==> config.mk <==
export PLATFORM = sky130hd
export DESIGN_NAME = tinyalu_core
export DESIGN_NICKNAME = d
export VERILOG_FILES = /design/src/rtl/tinyalu_core.sv
export SDC_FILE = /design/constraint.sdc
export NUM_CORES = 1
export LEC_CHECK = 0
export ABC_CLOCK_PERIOD_IN_PS = 4300
export BUFFER_PORTS_ARGS = -buffer_cell sky130_fd_sc_hd__buf_2
export CAP_MARGIN = 0
export CELL_PAD_IN_SITES_DETAIL_PLACEMENT = 1
export CELL_PAD_IN_SITES_GLOBAL_PLACEMENT = 1
export CORE_MARGIN = 8
export CORE_UTILIZATION = 42
export DETAILED_ROUTE_END_ITERATION = 12
export PLACE_DENSITY_LB_ADDON = 0.2
export SYNTH_ARGS = -nofsm -noshare
export SYNTH_HDL_FRONTEND = slang
export SYNTH_SLANG_ARGS = --single-unit
==> constraint.sdc <==
create_clock -name clk -period 4.3 [get_ports clk]
set_input_delay 0.86 -clock clk [delete_from_list [all_inputs] [get_ports clk]]
set_output_delay 0.86 -clock clk [all_outputs]
set_load 0.1 [all_outputs]
==> src/rtl/tinyalu_core.sv <==
// Small multi-cycle ALU: single-cycle add/and/xor/no_op, pipelined-latency multiply.
// One command in flight at a time; done/err pulse for one cycle when a command completes.
module tinyalu_core #(
    parameter int MUL_LAT = 3
) (
    input  logic        clk,
    input  logic        reset_n,
    input  logic [7:0]  A,
    input  logic [7:0]  B,
    input  logic [2:0]  op,
    input  logic        start,
    output logic        done,
    output logic [15:0] result,
    output logic        busy,
    output logic        err
);

    localparam int CNT_W = (MUL_LAT > 2) ? $clog2(MUL_LAT - 1) : 1;
    localparam logic [CNT_W-1:0] CNT_LAST = CNT_W'(MUL_LAT - 2);

    localparam logic [2:0] OP_NOP = 3'b000;
    localparam logic [2:0] OP_ADD = 3'b001;
    localparam logic [2:0] OP_AND = 3'b010;
    localparam logic [2:0] OP_XOR = 3'b011;
    localparam logic [2:0] OP_MUL = 3'b100;

    typedef enum logic [1:0] {IDLE, SHORT, MUL, DONE} state_t;

    state_t           state_reg,  state_next;
    logic [7:0]       a_reg,      a_next;
    logic [7:0]       b_reg,      b_next;
    logic [CNT_W-1:0] cnt_reg,    cnt_next;
    logic             done_reg,   done_next;
    logic             err_reg,    err_next;
    logic [15:0]      result_reg, result_next;

    always_ff @(posedge clk or negedge reset_n) begin
        if (!reset_n) begin
            state_reg  <= IDLE;
            a_reg      <= 8'h00;
            b_reg      <= 8'h00;
            cnt_reg    <= '0;
            done_reg   <= 1'b0;
            err_reg    <= 1'b0;
            result_reg <= 16'h0000;
        end else begin
            state_reg  <= state_next;
            a_reg      <= a_next;
            b_reg      <= b_next;
            cnt_reg    <= cnt_next;
            done_reg   <= done_next;
            err_reg    <= err_next;
            result_reg <= result_next;
        end
    end

    always_comb begin
        state_next  = state_reg;
        a_next      = a_reg;
        b_next      = b_reg;
        cnt_next    = cnt_reg;
        done_next   = 1'b0;
        err_next    = 1'b0;
        result_next = result_reg;

        case (state_reg)
            IDLE: begin
                if (start) begin
                    a_next = A;
                    b_next = B;
                    if (op == OP_MUL) begin
                        state_next = MUL;
                        cnt_next   = '0;
                    end else begin
                        // Short ops complete on the accepting edge so done shows up one cycle later.
                        state_next = SHORT;
                        done_next  = 1'b1;
                        err_next   = (op > OP_MUL);
                        case (op)
                            OP_ADD:  result_next = 16'(A) + 16'(B);
                            OP_AND:  result_next = {8'h00, A & B};
                            OP_XOR:  result_next = {8'h00, A ^ B};
                            OP_NOP:  result_next = result_reg;
                            default: result_next = result_reg;
                        endcase
                    end
                end
            end
            SHORT: begin
                state_next = DONE;
            end
            MUL: begin
                if (cnt_reg == CNT_LAST) begin
                    state_next  = DONE;
                    done_next   = 1'b1;
                    result_next = 16'(a_reg) * 16'(b_reg);
                end else begin
                    cnt_next = cnt_reg + 1'b1;
                end
            end
            DONE: begin
                state_next = IDLE;
            end
        endcase
    end

    assign done   = done_reg;
    assign err    = err_reg;
    assign result = result_reg;
    assign busy   = (state_reg != IDLE);

endmodule

==> results.cfg, run 1 <==
[status]
status = completed

[grt]
grt_pass1_vias = 3863
grt.total_usage = 0.197
use_met2 = 0.327
grt-ovfl-total = 0
grt_use_met1 = 0.256
grt_pass1_wl_mm = 20.5
busiest_layer = met2
antenna_found_initial = 0
grt_start_max_net_pins = 38
use_met3 = 0.0389

[yosys]
ys_top_cells_by_area = dfrtp_1 (23%), fa_1 (18%), ha_1 (14%)
async_flop_share = 1.00
synth_nets = 547
seq_area_frac_synth = 0.225
yosys.area.top_type_share = 0.225
synthesis.area_um2 = 4110
ys_warn_count = 0
yosys.cell_types.count = 46
syn_avg_cell_area_um2 = 9.31
synth_edf_count = 0
ys.flop_type = dfrtp_1
syn-instance-count = 442
synth_top_cell_by_area = dfrtp_1
ys_seq_elements = 37

[floorplan]
ios = 41
die_area_um2 = 13200
num_rows = 36
die_height_um = 115
core-area_um2 = 9640
initial_core_util = 0.427
die_w_um = 115

[layout]
drive_above_1_share = 0.270
final_common_cell = inv_1
nets = 618
largest_register_ffs = 16
area_growth_pct = 21.1
antenna_cells = 0
layout_common_cells = inv_1 (57), and2_1 (48), nand2_1 (41)

[timing]
clock_skew_ps = 5.64
hold_viol = 0
period_needed_ps = 4200
report.final.slew_viol_count = 0
fin_crit_sh = 0.977
finalSetupViolCount = 0
tns_ps = 0
max_slew.worst_pin.slew_ps = 938
rsz0062_at_grt = true
fin_ws_ps = 98.6
relSlewSlack = 0.375
fmax_mhz = 238

[place]
portBuffers = 40
gp_congestion = 0.843
place_worst_setup_slack_ps = -89.5
dpl.hpwl_mm = 9.70

[worst_hold_path]
min-delay-path-class = register to register

[detailed_routing]
drt_iter0_drc = 85
dr.pass1.iters = 5
vias = 3423
avgRoutedWirePerCell_um = 19.0
ant_nets = 0
drc_errors = 0
viasPerCell = 5.29
routed_wirelength_mm = 12.3

[critical_path]
r2r_end = result[12]$_DFFE_PN0P_
critical_path_arrival_ps = 4360
critPathKind = register to register
worst_setup_path_end_kind = register
crit_required_ps = 4460
r2r_cells = 14
crit_end = result[12]$_DFFE_PN0P_
crit_fanout = 7
reg2reg_slack_ps = 100
r2r_start = b_reg[4]$_DFFE_PN0P_
start_kind = register
setup.worst_path.start = b_reg[4]$_DFFE_PN0P_

[cts]
cts_tree = yes
clk_latency_ps = 300
cts.clk_slew.worst_paths_ps = 80
cts_buffers = 5
clk_path_buf_depth = 2
clock-root-buffer = clkbuf_8
cts_hold_buf = 0
cts.sinks = 37
cts.htree.levels = 2

[job]
cap_violations = 0
[synthesized netlist by cell type, types with 5 or more instances]
cell type	instances
nand2b_1	7
dfrtp_1	37
and2_1	52
mux2_2	14
xor2_1	6
o31ai_1	5
inv_1	59
ha_1	46
mux2i_1	6
fa_1	37
o21ai_0	21
a21o_1	5
a21oi_1	21
nand2_1	46
xnor2_1	8
nor2_1	14
[area by class of cell]
class | instances | area (um^2)
tap | 133 | 166
timing repair buffer | 72 | 442
fill | 1153 | 4660
clock inverter | 2 | 37.5
sequential | 37 | 936
inverter | 59 | 221
clock buffer | 6 | 82.6
multi-input combinational | 338 | 3100
[worst max-delay path: stages (launching register included)]
cell      delay (ps)
dfrtp_2          470
buf_4            160
and2_1           140
fa_1             490
fa_1             500
fa_1             500
inv_1             70
fa_1             540
inv_1             70
ha_4             240
a21oi_2          160
o21ai_0          130
a311oi_2         280
xor2_1           200
o21ai_0          100
[timing repair]
action / in CTS / in global routing
pin swaps: 10 / 26
resized for setup: 18 / 27
endpoints found under the setup margin: 6 / 7
buffers inserted: 5 / 6
[worst min-delay path by stage]
stage	start	end	slack [ps]	cells after the start
after global placement	result[2]$_DFFE_PN0P_	result[2]$_DFFE_PN0P_	470	2
final	result[9]$_DFFE_PN0P_	result[9]$_DFFE_PN0P_	490	2
after detailed placement	result[12]$_DFFE_PN0P_	result[12]$_DFFE_PN0P_	470	2
after CTS	result[12]$_DFFE_PN0P_	result[12]$_DFFE_PN0P_	500	2
after global routing	result[12]$_DFFE_PN0P_	result[12]$_DFFE_PN0P_	520	2
after floorplan	cnt_reg$_DFFE_PN0P_	done$_DFF_PN0_	520	2
[kinds of logic after synthesis]
kind of cell | after synthesis | synth area share
AOI/OAI and AO/OA | 83 | 0.135
xor gates and xnor gates | 14 | 0.0298
adders and majority gates | 83 | 0.320
buffers and inverters | 67 | 0.0633
DFF | 37 | 0.225
muxes | 20 | 0.0529
and+or+nand+nor | 138 | 0.174
[layer usage]
layer / vias up / part of all wire
met2: 61 / 0.50
met5: - / 0
li1: 1604 / -
met4: 0 / 0.015
met3: 14 / 0.040
met1: 1744 / 0.45
[metrics by stage]
step	instance area [um^2]	utilization	hold slack, ps	instances
6_report	4980	0.517	495	647
5_1_grt	4980	0.517	519	647
4_1_cts	4840	0.502	498	641
3_5_place_dp	4600	0.477	471	628
3_3_place_gp	4600	0.477	465	628
2_1_floorplan	4110	-	517	442
Power of run 1 is not shown: default switching activity piles up to over one toggle a cycle in this logic, so the estimate is an artifact.
==> run 2, diff against run 1 <==
--- a/config.mk
+++ b/config.mk
@@ -11,7 +11,8 @@
 export CELL_PAD_IN_SITES_DETAIL_PLACEMENT = 1
 export CELL_PAD_IN_SITES_GLOBAL_PLACEMENT = 1
 export CORE_MARGIN = 8
-export CORE_UTILIZATION = 42
+export CORE_UTILIZATION = 43
+export CTS_BUF_LIST = sky130_fd_sc_hd__clkbuf_8
 export DETAILED_ROUTE_END_ITERATION = 12
 export PLACE_DENSITY_LB_ADDON = 0.2
 export SYNTH_ARGS = -nofsm -noshare
==> results.cfg, run 2 (same netlist as run 1, synthesis figures left out) <==
[critical_path]
reg2reg_slack_ps = 120
crit_required_ps = 4480
critical_path_arrival_ps = 4350
crit_fanout = 6
r2r_end = result[15]$_DFFE_PN0P_
critPathKind = register to register
worst_setup_path_end_kind = register
r2r_start = b_reg[7]$_DFFE_PN0P_
start_kind = register
r2r_cells = 14
setup.worst_path.start = b_reg[7]$_DFFE_PN0P_

[cts]
cts_hold_buf = 0
clk_path_buf_depth = 2
cts.sinks = 37
cts.htree.levels = 2
cts_buffers = 5
clk_latency_ps = 300
clock-root-buffer = clkbuf_8
cts.clk_slew.worst_paths_ps = 80
cts_tree = yes

[timing]
fin_ws_ps = 124
report.final.slew_viol_count = 0
fin_crit_sh = 0.971
relSlewSlack = 0.356
fmax_mhz = 239
max_slew.worst_pin.slew_ps = 964
period_needed_ps = 4180
hold_viol = 0
clock_skew_ps = 5.88
finalSetupViolCount = 0

[place]
portBuffers = 40
dpl.hpwl_mm = 9.58
placed_cells = 625
place_worst_setup_slack_ps = -112
gp_congestion = 0.809

[status]
status = completed

[detailed_routing]
viasPerCell = 5.35
vias = 3428
routed_wirelength_mm = 12.3
ant_nets = 0
drc_errors = 0
drt_iter0_drc = 127
avgRoutedWirePerCell_um = 19.2
dr.pass1.iters = 4

[floorplan]
num_rows = 35
core-area_um2 = 9280
die_area_um2 = 13000
die_w_um = 114
ios = 41
initial_core_util = 0.443
die_height_um = 114

[layout]
largest_register_ffs = 16
final_common_cell = inv_1
area_growth_pct = 20.5
final_util = 0.534
nets = 616
final_cells = 641
antenna_cells = 0
layout_common_cells = inv_1 (56), and2_1 (46), nand2_1 (44)
drive_above_1_share = 0.273

[grt]
grt_start_max_net_pins = 38
grt_pass1_vias = 3709
grt.total_usage = 0.192
grt-ovfl-total = 0
grt_pass1_wl_mm = 19.7
antenna_found_initial = 0

[worst_hold_path]
min_path_cells = 2
min-delay-path-class = register to register
hp-start = result[14]$_DFFE_PN0P_
min_to = result[14]$_DFFE_PN0P_

[job]
cap_violations = 0
-- run 2: worst max path at each step --
stage / cells past startpoint / slack [ps] / endpoint
2_1_floorplan: 14 / 230 / result[14]$_DFFE_PN0P_
3_3_place_gp: 14 / -10 / result[12]$_DFFE_PN0P_
3_5_place_dp: 14 / -110 / result[12]$_DFFE_PN0P_
4_1_cts: 15 / 3 / result[13]$_DFFE_PN0P_
5_1_grt: 14 / -70 / result[15]$_DFFE_PN0P_
6_report: 14 / 120 / result[15]$_DFFE_PN0P_
-- run 2: per-layer routing --
metal,routed length [um],track usage
met4,238,0.0461
met3,447,0.0227
met1,5490,0.256
met5,0,0
met2,6120,0.321
-- run 2: cell type report --
class | instances | area (um^2)
Fill cell | 1099 | 4330
Multi-Input combinational cell | 338 | 3120
Sequential cell | 37 | 936
Timing Repair Buffer | 70 | 430
Inverter | 59 | 221
Tap cell | 129 | 161
Clock buffer | 5 | 68.8
Clock inverter | 3 | 17.5
-- run 2: critical path, stage by stage, from the launching register on --
cell,delay [ps]
dfrtp_1,410
buf_4,160
nand2_1,90
fa_1,540
inv_1,50
fa_1,540
fa_1,540
ha_1,320
ha_1,400
nand3_1,290
o221ai_2,160
a21oi_2,200
o31ai_4,100
xnor2_1,170
o21ai_1,70
-- run 2: through the flow --
step	hold WS [ps]	area (um^2)	setup TNS (ps)
2_1_floorplan	517	4110	0
3_3_place_gp	464	4600	-14.9
3_5_place_dp	480	4600	-369
4_1_cts	501	4770	0
5_1_grt	527	4960	-141
6_report	494	4960	0
-- run 2: repair_timing --
action / CTS / global route
resized for setup: 15 / 37
buffers inserted: 3 / 5
pin swaps: 10 / 34
endpoints found under the setup margin: 7 / 8
Power of run 2 is left out for the same reason.
